===== src/rtl/mux_scan_pkg.sv =====
// ============================================================================
// mux_scan_pkg : shared state encoding and default select width
// Rev 1.0
// ============================================================================
`default_nettype none

package mux_scan_pkg;

  localparam int SEL_W_DEFAULT = 3;

  typedef logic [1:0] state_t;

  localparam state_t ST_IDLE = 2'd0;
  localparam state_t ST_SCAN = 2'd1;
  localparam state_t ST_DONE = 2'd2;

endpackage

`default_nettype wire


===== src/rtl/mux_scan_ctr.sv =====
// ============================================================================
// mux_scan_ctr : select counter with clear priority and terminal-count flag
// Rev 1.0
// ============================================================================
`default_nettype none

module mux_scan_ctr #(
  parameter int W = 3
) (
  input  logic         clk,
  input  logic         rst,
  input  logic         clr,
  input  logic         inc,
  output logic [W-1:0] cnt,
  output logic         tc
);

  logic [W-1:0] cnt_q;
  logic [W-1:0] cnt_d;

  always_comb begin
    cnt_d = cnt_q;
    if (clr) begin
      cnt_d = '0;
    end else if (inc) begin
      cnt_d = cnt_q + 1'b1;
    end
  end

  always_ff @(posedge clk or posedge rst) begin
    if (rst) begin
      cnt_q <= '0;
    end else begin
      cnt_q <= cnt_d;
    end
  end

  assign cnt = cnt_q;
  assign tc  = &cnt_q;

endmodule

`default_nettype wire


===== src/rtl/mux_scan_sampler.sv =====
// ============================================================================
// mux_scan_sampler : steps a mux select and captures one bit per input into a
// frame. Option: MUX_SCAN_CONTINUOUS_EN rescans back-to-back until reset.
// Rev 1.0
// ============================================================================
`default_nettype none

module mux_scan_sampler
  import mux_scan_pkg::*;
#(
  parameter int SEL_W = SEL_W_DEFAULT
) (
  input  logic               clk,
  input  logic               rst,
  input  logic               start,
  input  logic               mux_o,
  output logic [SEL_W-1:0]   sel,
  output logic               busy,
  output logic               done,
  output logic [2**SEL_W-1:0] data,
  output logic               valid
);

  localparam int N = 2**SEL_W;

  state_t         state_q, state_d;
  logic [N-1:0]   shadow_q, shadow_d;
  logic [N-1:0]   data_q, data_d;
  logic           valid_q, valid_d;
  logic           ctr_clr, ctr_inc, ctr_tc;
  logic [SEL_W-1:0] ctr_cnt;

  mux_scan_ctr #(.W(SEL_W)) u_ctr (
    .clk (clk),
    .rst (rst),
    .clr (ctr_clr),
    .inc (ctr_inc),
    .cnt (ctr_cnt),
    .tc  (ctr_tc)
  );

  always_comb begin
    state_d  = state_q;
    shadow_d = shadow_q;
    data_d   = data_q;
    valid_d  = valid_q;
    ctr_clr  = 1'b1;
    ctr_inc  = 1'b0;
    case (state_q)
      ST_IDLE: begin
        if (start) begin
          state_d = ST_SCAN;
          valid_d = 1'b0;
        end
      end
      ST_SCAN: begin
        shadow_d[ctr_cnt] = mux_o;
        ctr_clr = 1'b0;
        ctr_inc = 1'b1;
        // Frame is loaded from the updated shadow so the last bit lands too.
        if (ctr_tc) begin
          data_d  = shadow_d;
          valid_d = 1'b1;
          ctr_clr = 1'b1;
          state_d = ST_DONE;
        end
      end
      ST_DONE: begin
`ifdef MUX_SCAN_CONTINUOUS_EN
        state_d = ST_SCAN;
`else
        state_d = ST_IDLE;
`endif
      end
      default: state_d = ST_IDLE;
    endcase
  end

  always_ff @(posedge clk or posedge rst) begin
    if (rst) begin
      state_q  <= ST_IDLE;
      shadow_q <= '0;
      data_q   <= '0;
      valid_q  <= 1'b0;
    end else begin
      state_q  <= state_d;
      shadow_q <= shadow_d;
      data_q   <= data_d;
      valid_q  <= valid_d;
    end
  end

  assign sel   = ctr_cnt;
  assign busy  = (state_q == ST_SCAN);
  assign done  = (state_q == ST_DONE);
  assign data  = data_q;
  assign valid = valid_q;

endmodule

`default_nettype wire


===== config.mk =====
export PLATFORM = sky130hd
export DESIGN_NAME = mux_scan_sampler
export DESIGN_NICKNAME = d
export VERILOG_FILES = /design/src/rtl/mux_scan_pkg.sv /design/src/rtl/mux_scan_ctr.sv /design/src/rtl/mux_scan_sampler.sv
export SDC_FILE = /design/constraint.sdc
export NUM_CORES = 1
export LEC_CHECK = 0
export BUFFER_PORTS_ARGS = -buffer_cell sky130_fd_sc_hd__buf_2
export CAP_MARGIN = 20
export CORE_MARGIN = 2
export CORE_UTILIZATION = 47
export DETAILED_ROUTE_END_ITERATION = 8
export PLACE_DENSITY = 0.74
export SLEW_MARGIN = 20
export SYNTH_ARGS = -nofsm -noshare
export SYNTH_HDL_FRONTEND = slang
export SYNTH_SLANG_ARGS = --single-unit
export TNS_END_PERCENT = 50

===== constraint.sdc =====
create_clock -name clk -period 2.8 [get_ports clk]
set_input_delay 0.28 -clock clk [delete_from_list [all_inputs] [get_ports clk]]
set_output_delay 0.28 -clock clk [all_outputs]
set_load 0.03 [all_outputs]

==> summary.md, run 1 <==
| Metric | Value |
|---|---|
| PwrDens | `1230 mW/mm2` |
| Arr. time, crit path | `1360 ps` |
| Vias in the first global route | `602` |
| Post-CTS Resized | `0` |
| Critical path class | `reg -> out` |
| Synth cell types | `24` |
| Peak VDD IR | `0.600 mV` |
| Root buffer cell | `clkbuf_4` |
| Startpoint class of the critical path | `flip-flop` |
| Top-count cell post-synth | `dfrtp_1` |
| Hold Crit Class | `in -> async` |
| Ports | `18` |
| Setup TNS | `0 ps` |
| Crit Path Max Fanout | `9` |
| Hold Fails Final Rpt | `0` |
| Worst Max-Slew Pin Slew | `762 ps` |
| GR Util All Layers | `0.147` |
| Area of the core | `0.00194 mm2` |
| Synth-to-Final Area Change | `12.7%` |
| Ys async rst share | `1.00` |
| # rows | `16` |
| Longest Clk Path Bufs | `2` |
| Count of final setup violators | `0` |
| Synth Net Count | `80` |
| DIE WIDTH | `49.4 um` |
| Post-layout util | `0.561` |
| # DRC | `0` |
| Routed vias | `609` |
| Initial antenna violation count | `0` |
| Prevailing post-synth register cell | `dfrtp_1` |
| Leading area contributor after synthesis | `dfrtp_1` |
| Post-CTS setup buffer count | `0` |
| Clock Sinks | `21` |
| Max Transition Viols Final | `0` |
| Commonest cells post-synth | `dfrtp_1 (21), mux2_2 (7), mux2_4 (6), nor2_1 (6)` |
| Mean area per synthesized cell | `~13 um2` |
| Post-layout min period | `1640 ps` |
| Post-Syn Area | `967 um2` |
| Final Power | `1.34 mW` |
| Max Fclk | `about 610 MHz` |
| ANT nets after route | `0` |
| Largest net degree at the start of global routing | `22` |
| Yosys top cell area share | `0.543` |
| Mapped Cells | `73` |
| Sequential cell area fraction in the yosys report | `0.543` |
| CP endpoint kind | `primary output` |
| Fin cells | `119` |
| First-pass DRT Iterations | `4` |
| MaxCap Viol Count | `0` |
| Final Net Count | `100` |
| Total grt overflow | `0` |
| Hold_buf cts | `0` |
| CTS tree | `done` |
| Post-synth EDFFs | `0` |
| Fin crit share | `0.584` |
| CTS Buf Count | `3` |
| Slew HR | `0.491` |
| Total Wirelength | `1.56 mm` |
| Starting density of the core | `0.498` |
| Share of layout cells above drive strength 1 | `0.424` |
| First-pass GRT wire length | `2.68 mm` |
| Die Area | `0.00244 mm2` |
| I/O Buffers | `17` |
| Routability congestion estimate | `0.760` |
| Unrepaired setup endpoints after global routing | `false` |
| Final hold slack | `96.4 ps` |
| Via density | `between 5 and 6` |
| CP required | `approximately 2500 ps` |
| #FFs+latches synth | `21` |
| Status | `finished, final reports clean` |
| Synth warnings | `0` |
| WL/cell | `approximately 13 um` |
| Ant diodes | `0` |
| Height of the die | `49.4 um` |
| Dpl cells | `115` |
| Post-DP HPWL | `1.14 mm` |
| LEAKAGE | `around 0.55 nW` |
| Worst-case clock skew | `between 6 and 7 ps` |
| Worst skew pair latency | `300 ps` |
| H-tree Lvls | `1` |
| Top post-synthesis cells by area | `dfrtp_1 (54%), mux2_4 (9.3%), mux2_2 (8.2%), ha_1 (3.9%), buf_6 (2.3%)` |
| First DRT Iteration DRCs | `7` |
| Reg clk slew, reported paths | `120 ps` |
## path summary, 6_finish.rpt
| kind | slack (ps) | start | endpoint | depth (start not counted) |
|---|---|---|---|---|
| max | 1160 | state_q[0] | busy | 3 |
| min | 100 | rst | data[0] | 2 |
| max reg2reg | 1320 | state_q[1] | shadow_q[0] | 3 |
| min reg2reg | 480 | state_q[1] | state_q[0] | 1 |
| max in group asynchronous | 2220 | rst | data[3] | 2 |
| min in group clk | 270 | start | state_q[0] | 3 |
## layout make-up
class	instances	area, um2
sequential	21	526
multi-input combinational	46	399
fill	184	852
inverter	4	20.0
tap	27	33.8
timing repair buffer	17	85.1
clock buffer	4	26.3
## where the power goes
part           switching, mW  internal [mW]  leakage [nW]
registers              0.124          0.444         0.255
clock network         0.0880         0.0554        0.0150
logic                  0.347          0.277         0.279
## metal layers
metal,vias up,track usage,share of wire
li1,292,-,-
met1,307,0.199,0.48
met2,8,0.225,0.48
met3,2,0.0276,0.030
met4,0,0.0714,0.0077
met5,-,0,0
## worst max-delay path, stage by stage (launching register included)
cell and delay [ps]:
dfrtp_1 430, nand2b_1 270, clkinv_4 150, buf_2 200
## metrics by stage
| step | cell area [um2] | setup slack (ps) |
|---|---|---|
| global placement | 1060 | 1370 |
| global route | 1090 | 1050 |
| finish | 1090 | 1160 |
| CTS | 1090 | 1160 |
| detailed placement | 1060 | 1340 |
| floorplan | 967 | 1290 |
## state kept, by name, indices dropped and copies added, names as in the netlist
register / flops
valid: 1
data: 8
u_ctr.cnt: 3
shadow_q: 7
state_q: 2
## placed cells by master, fill, tap and decap left out, drive strengths merged, types with 2 or more instances in the layout
master  Yosys  layout
a21o        2       2
a21oi       2       2
and3        2       2
and4        2       2
buf         2      17
clkbuf      0       4
dfrtp      21      21
ha          3       3
inv         3       3
mux2       13      13
nand2b      2       2
nand3       4       4
nor2        6       6
nor3        2       2
nor3b       2       2
## kinds of logic after synthesis
logic type / count (synthesis) / synth area share
mux: 14 / 0.185
compound gates: 5 / 0.0349
fa+ha+maj: 3 / 0.0388
simple gates: 24 / 0.154
buf+inv: 6 / 0.0440
flops: 21 / 0.543
(Power assumes the default switching activity.)
==> run 2, diff against run 1 <==
Clock period 2.8 ns to 1.64 ns, I/O delays scaled along.
==> run 2 against run 1 <==
Effect of this change: worst hold slack gained 63 ps; sequential power grew 70%; global-route usage grew 0.81 points; clock-buffer cell count is the same; clock skew is essentially flat; highest routed layer unchanged; core utilization grew 0.90 points; critical path depth is the same.
==> summary.md, run 2 (synthesis gave the netlist of run 1 again) <==
| Metric | Value |
|---|---|
| Post-CTS setup buffer count | `0` |
| Die Area | `0.00244 mm2` |
| Ports | `18` |
| Routed vias | `roughly 600` |
| CP required | `between 1000 and 1500 ps` |
| Unrepaired setup endpoints after global routing | `false` |
| Count of final setup violators | `0` |
| Total grt overflow | `0` |
| Hold Startpoint | `start` |
| First-pass DRT Iterations | `3` |
| Most frequent cells in the layout | `dfrtp_1 (21), buf_2 (17), mux2_2 (7)` |
| Hold Crit Class | `in -> reg` |
| Arr. time, crit path | `roughly 1400 ps` |
| Via density | `4.93` |
| Critical path class | `reg -> out` |
| Crit path cell chain | `nand2b_1 -> clkinv_4 -> buf_2` |
| Largest stage delay, worst path | `440 ps` |
| Routability congestion estimate | `0.761` |
| Post-CTS Resized | `0` |
| Worst-case clock skew | `6.97 ps` |
| CP endpoint kind | `primary output` |
| DIE WIDTH | `49.4 um` |
| Max Transition Viols Final | `0` |
| Post-layout min period | `1530 ps` |
| WHS Endpoint | `state_q[0]` |
| Fin cells | `121` |
| MaxCap Viol Count | `0` |
| Post-DP HPWL | `between 1 and 1.5 mm` |
| Longest Clk Path Bufs | `2` |
| I/O Buffers | `17` |
| Dpl ws | `186 ps` |
| CTS tree | `done` |
| GR Util All Layers | `0.155` |
| Reg clk slew, reported paths | `110 ps` |
| Root buffer cell | `clkbuf_4` |
| Cell family with most CP delay | `flip-flops` |
| Hold Fails Final Rpt | `0` |
| Final Power | `~2.3 mW` |
| Height of the die | `between 40 and 50 um` |
| First-pass GRT wire length | `between 2 and 3 mm` |
| Worst reg-to-reg path cell count | `4` |
| ANT nets after route | `0` |
| Max reg flops | `8` |
| Buf/Inv on CP | `2` |
| Dpl cells | `~120` |
| Starting density of the core | `0.498` |
| Worst skew pair latency | `300 ps` |
| Area of the core | `0.00194 mm2` |
| Worst hold stages | `3` |
| Max Fclk | `652 MHz` |
| Clock Sinks | `21` |
| Worst r2r src | `state_q[0]` |
| Setup TNS | `0 ps` |
| Fin crit share | `0.936` |
| R2R Path End | `data[4]` |
| Peak VDD IR | `1.12 mV` |
| First DRT Iteration DRCs | `5` |
| Slowest CP cell | `dfrtp_1` |
| Hold_buf cts | `1` |
| Synth-to-Final Area Change | `14.5%` |
| Share of layout cells above drive strength 1 | `0.426` |
| CTS Buf Count | `3` |
| Total Wirelength | `1.62 mm` |
| Initial antenna violation count | `0` |
| Commonest non-fill, non-tap cell in the layout | `dfrtp_1` |
| # rows | `16` |
| Largest net degree at the start of global routing | `22` |
| Vias in the first global route | `572` |
| Status | `finished, final reports clean` |
| WL/cell | `between 10 and 15 um` |
| H-tree Lvls | `1` |
| # DRC | `0` |
| Slew HR | `0.675` |
| Ant diodes | `0` |
| Final worst setup slack | `105 ps` |
| Crit Path Max Fanout | `9` |
| LEAKAGE | `0.557 nW` |
| PwrDens | `2070 mW/mm2` |
| Final Net Count | `102` |
| Worst Max-Slew Pin Slew | `487 ps` |
| Reg2reg setup slack | `between 150 and 200 ps` |
| Startpoint class of the critical path | `flip-flop` |
## run 2: power breakdown
group	leakage, nW	total (mW)	internal (mW)	switching [mW]
clock	0.0150	0.240	0.0947	0.146
sequential	0.255	0.968	0.759	0.209
combinational	0.288	1.08	0.479	0.604
## run 2: area by class of cell
cell class	count	area [um2]
inverter	4	20.0
multi-input combinational	46	399
clock buffer	4	26.3
fill	184	835
sequential	21	526
tap	27	33.8
timing repair buffer	19	103
## run 2: through the flow
stage	hold WS (ps)	area, um2	util
final	159	1110	0.570
after global routing	147	1110	0.570
after CTS	145	1110	0.570
after detailed placement	207	1070	0.552
after global placement	205	1070	0.552
after floorplan	141	967	-
## run 2: layer usage
metal,wire (um),GRT usage,vias up
li1,-,-,296
met1,817,0.228,287
met2,728,0.214,10
met3,52,0.0368,4
met4,21,0.0714,0
met5,0,0,-
## run 2: worst max-delay path by stage
stage,start,to,cells after the start
2_1_floorplan,u_ctr.cnt[0],shadow_q[3],3
3_3_place_gp,state_q[0],data[6],4
3_5_place_dp,state_q[0],data[4],4
4_1_cts,state_q[0],busy,3
5_1_grt,state_q[0],busy,3
6_report,state_q[0],busy,3
## run 2: worst reg2reg max path, cell delays in order, from the launching register on
cell      delay [ps]
dfrtp_1          440
nand2b_1         280
clkinv_4         150
nand3_4          180
mux2_4           320
==> run 3, diff against run 2 <==
Settings changed: CORE_UTILIZATION 47 to 27, PLACE_DENSITY 0.74 to 0.5.
==> run 3 against run 2 <==
Effect of this change: register-to-register slack gained 40 ps; critical path depth is the same; fmax rose by 5.7%; power down 0.23%; cell area increased by 3.2%; critical endpoint unchanged; largest cell class unchanged; largest power group unchanged; highest routed layer unchanged.
==> summary.md, run 3 (synthesis gave the netlist of run 1 again) <==
| Metric | Value |
|---|---|
| Final Net Count | `103` |
| GR Util All Layers | `0.0869` |
| DIE WIDTH | `63.9 um` |
| Reg2reg setup slack | `between 200 and 250 ps` |
| Height of the die | `63.9 um` |
| Routability congestion estimate | `around 0.69` |
| Longest Clk Path Bufs | `2` |
| Final Power | `roughly 2.3 mW` |
| CTS tree | `done` |
| Total Wirelength | `around 1.6 mm` |
| Critical path class | `reg -> out` |
| I/O Buffers | `17` |
| Die Area | `between 0.004 and 0.005 mm2` |
| Commonest non-fill, non-tap cell in the layout | `dfrtp_1` |
| Most frequent cells in the layout | `dfrtp_1 (21), buf_2 (17), mux2_2 (7)` |
| Worst-case clock skew | `3.64 ps` |
| First-pass DRT Iterations | `2` |
| Routed vias | `593` |
| CP required | `1480 ps` |
| Setup TNS | `0 ps` |
| Share of layout cells above drive strength 1 | `0.453` |
| Slew HR | `0.688` |
| Dpl cells | `~140` |
| LEAKAGE | `0.565 nW` |
| Worst skew pair latency | `300 ps` |
| Starting density of the core | `0.285` |
| Via density | `4.21` |
| WL/cell | `11.4 um` |
| Count of final setup violators | `0` |
| PwrDens | `2000 mW/mm2` |
| Arr. time, crit path | `roughly 1300 ps` |
| Initial antenna violation count | `0` |
| Max Fclk | `just under 700 MHz` |
| Worst reg-to-reg path cell count | `3` |
| Fin cells | `141` |
| Largest net degree at the start of global routing | `22` |
| Max reg flops | `8` |
| Post-DP HPWL | `~1.2 mm` |
| Fin crit share | `0.885` |
| Ant diodes | `0` |
| First DRT Iteration DRCs | `19` |
| Worst Max-Slew Pin Slew | `between 400 and 500 ps` |
| Worst hold stages | `3` |
| Synth-to-Final Area Change | `18.1%` |
| Post-layout util | `0.337` |
| First-pass GRT wire length | `approximately 2.8 mm` |
| # fillers | `346` |
| Vias in the first global route | `607` |
| Post-CTS setup buffer count | `0` |
| Max Transition Viols Final | `0` |
| ANT nets after route | `0` |
| Status | `finished, final reports clean` |
| Reg clk slew, reported paths | `between 100 and 150 ps` |
| CP endpoint kind | `primary output` |
| Post-layout min period | `1450 ps` |
| Hold Crit Class | `in -> reg` |
| Crit Path Max Fanout | `9` |
| # rows | `21` |
| Area of the core | `0.00339 mm2` |
| H-tree Lvls | `1` |
| Peak VDD IR | `between 0.5 and 0.6 mV` |
| Clock Sinks | `21` |
| Total grt overflow | `0` |
| Hold Fails Final Rpt | `0` |
| # DRC | `0` |
| Ports | `18` |
| Unrepaired setup endpoints after global routing | `false` |
| MaxCap Viol Count | `0` |
| Startpoint class of the critical path | `flip-flop` |
| CTS Buf Count | `3` |
| Root buffer cell | `clkbuf_4` |
run 3: per-layer routing:
layer,track usage,wire length (um)
met1,0.112,776
met2,0.137,757
met3,0.0211,69
met4,0.0408,8
met5,0,0
run 3: area by class of cell:
class | count | area, um2 | area share
Sequential cell | 21 | 526 | 0.460
Multi-Input combinational cell | 46 | 402 | 0.352
Timing Repair Buffer | 20 | 110 | 0.0964
Tap cell | 46 | 57.6 | 0.0504
Clock buffer | 3 | 22.5 | 0.0197
Inverter | 4 | 20.0 | 0.0175
Clock inverter | 1 | 5.00 | 0.00438
run 3: critical path, cell delays in order (launching register included):
cell and delay (ps):
dfrtp_1 420, nand2b_2 260, clkinv_4 110, buf_2 200
run 3: per-stage QoR:
step / worst slack, ps / area (um2) / hold WS [ps]
after global routing: 95.4 / 1140 / 143
after detailed placement: 174 / 1100 / 212
final: 188 / 1140 / 128
after global placement: 209 / 1100 / 206
after floorplan: 126 / 967 / 141
after CTS: 87.6 / 1140 / 117
run 3: worst paths after layout:
check,startpoint,to
max,state_q[1],busy
min,start,state_q[0]
max reg2reg,u_ctr.cnt[1],shadow_q[1]
min reg2reg,state_q[1],state_q[0]
max in group asynchronous,rst,shadow_q[1]
min in group asynchronous,rst,data[6]
run 3: repair_timing:
item / CTS / global route
endpoints found under the hold margin: 21 / 0
endpoints found under the setup margin: 0 / 1
resized for setup: 0 / 1
hold buffers: 1 / 0
run 3: where the power goes:
part / internal [mW] / switching, mW
clock: 0.0908 / 0.152
sequential: 0.758 / 0.188
combinational: 0.493 / 0.602
